## src/rtl/mps_adc_intl_monitor.sv

```systemverilog
// Per-channel ADC limit monitor with debounced, latched interlock flags and an OR'd trip output.
// Optional first-fault capture is built when MPS_INTL_FIRST_FAULT_EN is defined.
module mps_adc_intl_monitor #(
  parameter  int NUM_CH   = 8,
  parameter  int DATA_W   = 32,
  parameter  int DEBOUNCE = 4,
  localparam int IDX_W    = (NUM_CH > 1) ? $clog2(NUM_CH) : 1
) (
  input  logic                     i_clk,
  input  logic                     i_rst,
  input  logic [NUM_CH-1:0]        i_sample_valid,
  input  logic [NUM_CH*DATA_W-1:0] i_data,
  input  logic [NUM_CH*DATA_W-1:0] i_hi_lim,
  input  logic [NUM_CH*DATA_W-1:0] i_lo_lim,
  input  logic [NUM_CH-1:0]        i_ch_en,
  input  logic                     i_intl_clr,
  output logic [NUM_CH-1:0]        o_intl_flag,
  output logic                     o_intl,
  output logic [NUM_CH-1:0]        o_over,
  output logic [IDX_W-1:0]         o_first_ch,
  output logic                     o_first_valid
);

  typedef enum logic [1:0] {ST_ARMED, ST_COUNT, ST_TRIPPED} state_e;

  localparam logic [7:0] CNT_LAST = 8'(DEBOUNCE - 1);

  state_e            state_q [NUM_CH];
  logic [7:0]        cnt_q   [NUM_CH];
  logic [NUM_CH-1:0] flag_q;
  logic [NUM_CH-1:0] over_q;
  logic [NUM_CH-1:0] viol;
  logic [NUM_CH-1:0] trip;

  // Equality with either limit counts as in range; lo > hi makes every sample a violation.
  for (genvar k = 0; k < NUM_CH; k++) begin : g_cmp
    logic signed [DATA_W-1:0] d_s, hi_s, lo_s;
    assign d_s     = i_data[k*DATA_W +: DATA_W];
    assign hi_s    = i_hi_lim[k*DATA_W +: DATA_W];
    assign lo_s    = i_lo_lim[k*DATA_W +: DATA_W];
    assign viol[k] = (d_s > hi_s) || (d_s < lo_s);
  end

  // trip[k]: this edge samples the DEBOUNCE-th consecutive violation of channel k.
  always_comb begin
    // NOTE: default every combinational output first so no path leaves it unassigned (no latch).
    trip = '0;
    for (int k = 0; k < NUM_CH; k++) begin
      if (i_sample_valid[k] && i_ch_en[k] && viol[k] && !i_intl_clr) begin
        case (state_q[k])
          ST_ARMED: trip[k] = (DEBOUNCE == 1);
          ST_COUNT: trip[k] = (cnt_q[k] == CNT_LAST);
          default:  trip[k] = 1'b0;
        endcase
      end
    end
  end

  always_ff @(posedge i_clk) begin
    // NOTE: sequential state uses non-blocking assignments so every register samples pre-edge values.
    if (i_rst) begin
      for (int k = 0; k < NUM_CH; k++) begin
        state_q[k] <= ST_ARMED;
        cnt_q[k]   <= '0;
      end
      flag_q <= '0;
      over_q <= '0;
    end else if (i_intl_clr) begin
      // Clear discards this cycle's samples, so o_over is left untouched as well.
      for (int k = 0; k < NUM_CH; k++) begin
        state_q[k] <= ST_ARMED;
        cnt_q[k]   <= '0;
      end
      flag_q <= '0;
    end else begin
      for (int k = 0; k < NUM_CH; k++) begin
        if (!i_ch_en[k]) begin
          state_q[k] <= ST_ARMED;
          cnt_q[k]   <= '0;
        end else if (i_sample_valid[k]) begin
          over_q[k] <= viol[k];
          case (state_q[k])
            ST_ARMED: if (viol[k]) begin
              cnt_q[k]   <= 8'd1;
              state_q[k] <= trip[k] ? ST_TRIPPED : ST_COUNT;
            end
            ST_COUNT: if (viol[k]) begin
              cnt_q[k]   <= cnt_q[k] + 8'd1;
              state_q[k] <= trip[k] ? ST_TRIPPED : ST_COUNT;
            end else begin
              cnt_q[k]   <= '0;
              state_q[k] <= ST_ARMED;
            end
            default: ;
          endcase
        end
      end
      flag_q <= flag_q | trip;
    end
  end

  assign o_intl_flag = flag_q;
  assign o_intl      = |flag_q;
  assign o_over      = over_q;

`ifdef MPS_INTL_FIRST_FAULT_EN
  logic [NUM_CH-1:0] rise;
  logic [IDX_W-1:0]  rise_idx;
  logic [IDX_W-1:0]  first_ch_q;
  logic              first_valid_q;

  assign rise = trip & ~flag_q;

  // Scan downward so the lowest rising index wins.
  always_comb begin
    rise_idx = '0;
    for (int k = NUM_CH - 1; k >= 0; k--) begin
      if (rise[k]) rise_idx = IDX_W'(k);
    end
  end

  always_ff @(posedge i_clk) begin
    if (i_rst || i_intl_clr) begin
      first_ch_q    <= '0;
      first_valid_q <= 1'b0;
    end else if (!first_valid_q && (|rise)) begin
      first_ch_q    <= rise_idx;
      first_valid_q <= 1'b1;
    end
  end

  assign o_first_ch    = first_ch_q;
  assign o_first_valid = first_valid_q;
`else
  assign o_first_ch    = '0;
  assign o_first_valid = 1'b0;
`endif

endmodule

```

## config.mk

```make
export PLATFORM = sky130hd
export DESIGN_NAME = mps_adc_intl_monitor
export DESIGN_NICKNAME = d
export VERILOG_FILES = /design/src/rtl/mps_adc_intl_monitor.sv
export SDC_FILE = /design/constraint.sdc
export NUM_CORES = 1
export LEC_CHECK = 0
export CORE_AREA = 2 2 315 317
export CTS_BUF_LIST = sky130_fd_sc_hd__clkbuf_4 sky130_fd_sc_hd__clkbuf_8 sky130_fd_sc_hd__clkbuf_16
export DETAILED_ROUTE_END_ITERATION = 8
export DIE_AREA = 0 0 317 319
export HOLD_SLACK_MARGIN = 0.02
export SETUP_SLACK_MARGIN = 0.1
export SLEW_MARGIN = 20
export SYNTH_ARGS = -nofsm -noshare
export SYNTH_HDL_FRONTEND = slang
export SYNTH_SLANG_ARGS = --single-unit
```

## constraint.sdc

```tcl
create_clock -name i_clk -period 4 [get_ports i_clk]
set_clock_uncertainty 0.05 [all_clocks]
set_input_delay 0.4 -clock i_clk [delete_from_list [all_inputs] [get_ports i_clk]]
set_output_delay 0.4 -clock i_clk [all_outputs]
set_load 0.03 [all_outputs]
```

==> summary.txt, run 1 <==
Run status
  – Outcome: completed

Hold path
  – Worst Hold Class: register to register
  – Worst Hold End: o_intl_flag[0]$_SDFF_PP0_
  – Hold depth: 1
  – Hold Startpoint: o_intl_flag[0]$_SDFF_PP0_

Synthesis
  – Post-Synthesis Cells: 2258
  – Async S/R FF share, synth: 0%
  – Synth unique cells: 76
  – Syn Std Cell Area: 0.01762 sq mm
  – EDFF count, synth: 80
  – Yosys warning total: 0
  – Register area share after synthesis: 15.45%
  – Seq cells post-synth: 96
  – Avg Synthesized Cell Area: 7.803 sq um
  – Ys flop type: edfxtp_1

Global route
  – Pin count of the biggest net entering global routing: 20
  – Antenna violations before repair: 10
  – Vias in the first global route: 19052
  – First-pass GRT wire length: 111900 microns
  – Total Routing Usage GR: 14.69%
  – Grt total ovfl: 0

Clock tree
  – Clock root cell: clkbuf_16
  – Clk slew on worst S/H paths: 80 ps
  – Clock Latency Late Sink: 390 ps
  – CTS tree: built
  – Clock Tree Buf Depth: 2
  – Postcts setup bufs: 0
  – CTS Sinks: 96
  – H-Tree Depth: 3
  – Post-CTS sizing: 0
  – TritonCTS Buffers: 9
  – # hold bufs at CTS: 0

Drt
  – DRC Markers: 0
  – Vias/cell: 4.222
  – Vias: 18500
  – Initial DRT Pass Iterations: 5
  – DR WL/cell: 17.44 microns
  – ANT nets after route: 0
  – Initial DRC Count: 738
  – Total routed wirelength: 76410 microns

Setup path
  – Nature of the critical path startpoint: input pin
  – Crit Path Class: input pin to register
  – Internal reg-to-reg setup slack: 2040 ps
  – Critical R2R Launch: cnt_q[0][13]$_SDFFCE_PP0P_
  – Worst Path Max Fanout: 10
  – WP data required: 3950 ps
  – RR Endpoint: o_intl_flag[1]$_SDFF_PP0_
  – WP data arrival: 3390 ps
  – R2R cell count: 5
  – Crit end category: register

Die
  – Core area: 0.09770 sq mm
  – Die Y: 319 microns
  – Die ar.: 0.1011 sq mm
  – Standard-cell row count: 115
  – I/O Pins: 808
  – Initial Utilization: 18.03%
  – Die W: 317 microns

Final layout
  – Area Growth Syn to Fin: 57.19%
  – Final Non-Filler Cells: 4382
  – Fillers: 10532
  – Multi-input logic area: 0.01287 sq mm
  – # nets final: 4382
  – Layout cells sized above 1: 1.878%
  – Seq. cell area: 0.002723 sq mm

Power
  – PwrDens: 157.3 mW/mm^2
  – Leakage: 13.62 nW
  – Maximum vdd drop: 0.0001696 V

Timing
  – Slew @ Worst Pin: 1001 ps
  – Worst-case hold slack: 447.4 ps
  – Slew Limit Fails: 0
  – Tmin final: 3432 ps
  – Ratio of final minimum period to clock period: 85.79%
  – Final Hold Fails: 0
  – RSZ-0062 raised after global routing: false
  – Max Fclk: 291.4 MHz
  – Total negative slack: 0 ps
  – Max transition margin: 32.73%
  – Setup violators final: 0
  – Final worst setup slack: 568.2 ps

Flow run
  – Max-cap viol count: 0

Placed design
  – Pre-CTS worst setup slack: 117.3 ps
  – Placed cell count: 4359
  – Port Buffers: 803
  – RD Place Congestion: 1.003
  – Detail Placement HPWL: 70380 microns
==> critical path: stages <==
cell and delay [ps]:
clkdlybuf4s50_1 470, inv_1 50, ha_1 340, nand4_1 140, or2_2 320, nor3_1 360
o41ai_1 170, a21oi_1 300, nor2_1 70, a21oi_1 750
==> registers in the layout, indices dropped and copies added (netlist names) <==
register / cells
o_intl_flag: 8
cnt_q: 64
o_over: 8
state_q: 16
==> cells by family after synthesis <==
family / share of synthesized area [%]
compound gates: 16.62
xor+xnor: 2.386
fa+ha+maj: 36.36
buf+inv: 11.62
flops: 15.45
mux: 0.3977
other cells: 0.02128
simple gates: 17.14
==> synthesized netlist by cell type (7+ instances only) <==
| master | instances | area, sq um |
|---|---|---|
| or2_2 | 7 | 43.79 |
| o21ai_0 | 61 | 305.3 |
| xor2_1 | 17 | 148.9 |
| dfxtp_1 | 16 | 320.3 |
| nor4_1 | 23 | 143.9 |
| edfxtp_1 | 80 | 2402 |
| inv_1 | 526 | 1974 |
| xnor2_1 | 31 | 271.5 |
| ha_1 | 512 | 6406 |
| and3_1 | 23 | 143.9 |
| a21o_1 | 86 | 645.6 |
| a31oi_1 | 7 | 43.79 |
| o211ai_1 | 17 | 127.6 |
| nand4_1 | 78 | 488.0 |
| nand3_1 | 62 | 310.3 |
| a211oi_1 | 15 | 112.6 |
| mux2i_1 | 7 | 70.07 |
| o21a_1 | 7 | 52.55 |
| a221o_1 | 9 | 90.09 |
| or4_1 | 7 | 52.55 |
| nor2_1 | 123 | 461.7 |
| nor3_1 | 24 | 120.1 |
| nor3b_1 | 7 | 52.55 |
| a21oi_1 | 183 | 915.9 |
| nand2_1 | 162 | 608.1 |
| nand2b_1 | 15 | 93.84 |
| nor2b_1 | 16 | 100.1 |
| clkbuf_1 | 9 | 33.78 |
| or3_1 | 7 | 43.79 |
| a221oi_1 | 11 | 96.34 |
| and4_1 | 15 | 131.4 |
==> report_power, final <==
| part | switching [mW] | internal (mW) | total, mW |
|---|---|---|---|
| clock network | 0.472 | 0.439 | 0.912 |
| registers | 0.0465 | 1.12 | 1.17 |
| logic | 1.00 | 1.27 | 2.28 |
| total | 1.52 | 2.83 | 4.36 |
==> routing by layer <==
metal	part of all wire (%)	track usage [%]	vias to the layer above
met2	48	26.28	557
met4	2.8	4.161	6
met3	6.8	3.362	77
met1	42	17.28	8270
li1	-	-	9590
met5	0.054	0	-
==> layout by cell type (no fill, tap or decap), drive strengths merged, types with 31 or more instances in the layout <==
master           n
inv            528
ha             512
a21o            86
nand3           62
nand2          164
o21ai           63
xnor2           31
nand4           78
nor2           123
a21oi          183
clkdlybuf4s50  803
edfxtp          80
==> cell type report <==
cell class | count | area share [%]
multi-input cells | 1625 | 46.46
repair buffers | 825 | 29.66
flip-flops and latches | 96 | 9.831
inverters | 526 | 7.129
well taps | 1287 | 5.814
clock buffers | 10 | 0.8403
clock inverters | 6 | 0.1943
diodes | 7 | 0.06325
==> worst max-delay path by stage <==
stage	from	end	slack (ps)	depth (start not counted)
CTS	i_hi_lim[159]	state_q[1][1]$_SDFFCE_PP0P_	520	10
finish	i_hi_lim[159]	state_q[1][0]$_SDFFCE_PP0P_	570	10
global route	i_hi_lim[159]	state_q[1][0]$_SDFFCE_PP0P_	280	10
floorplan	i_hi_lim[127]	cnt_q[0][24]$_SDFFCE_PP0P_	710	10
detailed placement	i_hi_lim[159]	state_q[1][1]$_SDFFCE_PP0P_	120	10
global placement	i_hi_lim[179]	cnt_q[1][10]$_SDFFCE_PP0P_	190	14
==> metrics by stage <==
step	cell area, sq um	utilization (%)	power [mW]
after CTS	27680	28.33	4.439
final	27700	28.35	4.358
after global placement	27390	28.04	3.444
after global routing	27680	28.33	4.733
after detailed placement	27390	28.04	3.468
after floorplan	17630	-	2.184
Note: power is estimated with default switching activity, not from simulation.
==> run 2, diff against run 1 <==
--- a/config.mk
+++ b/config.mk
@@ -5,11 +5,14 @@
 export SDC_FILE = /design/constraint.sdc
 export NUM_CORES = 1
 export LEC_CHECK = 0
+export CELL_PAD_IN_SITES_DETAIL_PLACEMENT = 2
+export CELL_PAD_IN_SITES_GLOBAL_PLACEMENT = 2
 export CORE_AREA = 2 2 315 317
 export CTS_BUF_LIST = sky130_fd_sc_hd__clkbuf_4 sky130_fd_sc_hd__clkbuf_8 sky130_fd_sc_hd__clkbuf_16
 export DETAILED_ROUTE_END_ITERATION = 8
 export DIE_AREA = 0 0 317 319
 export HOLD_SLACK_MARGIN = 0.02
+export PLACE_DENSITY_LB_ADDON = 0.1
 export SETUP_SLACK_MARGIN = 0.1
 export SLEW_MARGIN = 20
 export SYNTH_ARGS = -nofsm -noshare
==> summary.txt, run 2 (synthesis results as in run 1) <==
Clock tree
  – CTS Sinks: 96
  – Clock Latency Late Sink: 360 ps
  – H-Tree Depth: 3
  – TritonCTS Buffers: 9
  – # hold bufs at CTS: 0
  – Clk slew on worst S/H paths: 80 ps
  – Clock root cell: clkbuf_16
  – Post-CTS sizing: 0
  – CTS tree: built
  – Clock Tree Buf Depth: 2
  – Postcts setup bufs: 0

Global route
  – Grt total ovfl: 0
  – Pin count of the biggest net entering global routing: 21
  – First-pass GRT wire length: 126400 microns
  – Vias in the first global route: 22031
  – Antenna violations before repair: 45
  – Total Routing Usage GR: 16.21%

Flow run
  – Max-cap viol count: 0

Final layout
  – Top reg by flops: cnt_q
  – Largest register FFs: 64
  – Layout cells sized above 1: 1.655%
  – Multi-input logic area: 0.01286 sq mm
  – Fillers: 11260
  – Most frequent cells in the layout: 802 x clkdlybuf4s50_1, 526 x inv_1, 512 x ha_1
  – Regs by FF count: cnt_q x64, state_q x16
  – Commonest non-fill, non-tap cell in the layout: clkdlybuf4s50_1
  – Seq. cell area: 0.002723 sq mm
  – Post-route cell area: 0.02769 sq mm
  – Area Growth Syn to Fin: 57.17%
  – # nets final: 4375

Hold path
  – Hold Startpoint: o_over[3]$_SDFFE_PP0P_
  – Hold depth: 2
  – Worst Hold End: o_over[3]$_SDFFE_PP0P_
  – Worst Hold Class: register to register

Power
  – Combinational Power Share: 52.3%
  – Leakage: 13.58 nW
  – Clock power frac: 20.9%
  – Reg power frac: 26.9%
  – Pint: 2.894 mW
  – PwrDens: 157.1 mW/mm^2
  – P_sw: 1.456 mW
  – Net Sw Frac: 33.48%
  – Maximum vdd drop: 0.0001832 V

Die
  – Die ar.: 0.1011 sq mm
  – Die Y: 319 microns
  – Core area: 0.09770 sq mm
  – Standard-cell row count: 115
  – I/O Pins: 808
  – Initial Utilization: 18.03%
  – Die W: 317 microns

Setup path
  – Crit Path Class: input pin to register
  – Nature of the critical path startpoint: input pin
  – Crit end category: register
  – Critical R2R Launch: cnt_q[0][13]$_SDFFCE_PP0P_
  – WP data arrival: 3570 ps
  – R2R cell count: 5
  – Internal reg-to-reg setup slack: 2110 ps
  – Worst Path Max Fanout: 10
  – WP data required: 4130 ps
  – RR Endpoint: o_intl_flag[1]$_SDFF_PP0_

Run status
  – Outcome: completed

Placed design
  – Placed Area: 0.02731 sq mm
  – Detail Placement HPWL: 78690 microns
  – RD Place Congestion: 0.8384
  – Port Buffers: 803

Drt
  – Initial DRC Count: 403
  – DR WL/cell: 19.23 microns
  – Vias/cell: 4.367
  – Initial DRT Pass Iterations: 4
  – DRC Markers: 0
  – Total routed wirelength: 84590 microns
  – Vias: 19206
  – ANT nets after route: 0

Timing
  – Ratio of final minimum period to clock period: 86.04%
  – Slew @ Worst Pin: 700.8 ps
  – Max Fclk: 290.6 MHz
  – Slew Limit Fails: 0
  – RSZ-0062 raised after global routing: false
  – Total negative slack: 0 ps
  – Setup violators final: 0
  – Tmin final: 3442 ps
  – Max transition margin: 52.07%
  – Final Hold Fails: 0
run 2: changes by cell type in the layout (fill, tap and decap cells not counted), sizes merged:
| cell | delta |
|---|---|
| diode | +23 |
| buf | -6 |
| bufinv | +1 |
| clkdlybuf4s50 | -1 |
| clkinv | -1 |
| clkinvlp | +1 |
| inv | -1 |
run 2: cell type report:
type | instances | share of cell area [%]
Inverter | 526 | 7.130
Clock buffer | 10 | 0.8404
Timing Repair Buffer | 818 | 29.41
Sequential cell | 96 | 9.831
Clock inverter | 6 | 0.2530
Tap cell | 1287 | 5.815
Antenna cell | 30 | 0.2711
Multi-Input combinational cell | 1625 | 46.45
run 2: power by group through the flow:
| stage | clock network [mW] | registers (mW) | logic [mW] |
|---|---|---|---|
| 2_1_floorplan | 0 | 1.18 | 1.01 |
| 3_5_place_dp | 0 | 1.19 | 2.31 |
| 5_1_grt | 0.984 | 1.18 | 2.58 |
| 6_report | 0.907 | 1.17 | 2.27 |
| 3_3_place_gp | 0 | 1.19 | 2.23 |
| 4_1_cts | 0.958 | 1.17 | 2.33 |
run 2: worst max-delay path by stage:
stage / start / end / slack (ps)
after floorplan: i_hi_lim[127] / cnt_q[0][24]$_SDFFCE_PP0P_ / 710
after global placement: i_hi_lim[179] / cnt_q[1][9]$_SDFFCE_PP0P_ / 150
after detailed placement: i_hi_lim[179] / cnt_q[1][13]$_SDFFCE_PP0P_ / 120
after CTS: i_hi_lim[179] / cnt_q[1][9]$_SDFFCE_PP0P_ / 510
after global routing: i_hi_lim[179] / cnt_q[1][12]$_SDFFCE_PP0P_ / 240
final: i_lo_lim[95] / cnt_q[0][20]$_SDFFCE_PP0P_ / 560
run 2: critical path: stages:
cell and delay, ps:
clkdlybuf4s50_1 480, inv_1 50, ha_1 340, nand4_1 160, nor4_1 520, a211oi_1 150
o21ai_0 140, a31oi_1 70, o2111ai_1 480, nand3b_1 430, nor3b_1 340
run 2: metrics by stage:
step	hold WS, ps	total power [mW]	util, %	instances	setup WS, ps
final	450.2	4.350	28.34	4398	558.3
after global routing	488.4	4.741	28.33	4392	242.9
after CTS	464.3	4.459	28.27	4368	507.8
after detailed placement	444.7	3.503	27.96	4352	120.6
after global placement	433.9	3.418	27.96	4352	146.4
after floorplan	513.9	2.184	-	2261	705.3
run 2: routing by layer:
metal  part of all wire, %  GRT usage [%]  routed length, microns  up-vias
met1                    38          17.00                   32090     9069
met5                  0.23              0                     198        -
met3                   6.0          3.759                    5115       88
li1                      -              -                       -     9571
met2                    54          31.51                   45580      448
met4                   1.9          4.591                    1600       30
==> run 3, diff against run 2 <==
--- a/config.mk
+++ b/config.mk
@@ -5,6 +5,7 @@
 export SDC_FILE = /design/constraint.sdc
 export NUM_CORES = 1
 export LEC_CHECK = 0
+export CAP_MARGIN = 15
 export CELL_PAD_IN_SITES_DETAIL_PLACEMENT = 2
 export CELL_PAD_IN_SITES_GLOBAL_PLACEMENT = 2
 export CORE_AREA = 2 2 315 317
==> results of run 3 <==
No change in the layout: final DEF, timing and power equal those of run 2.
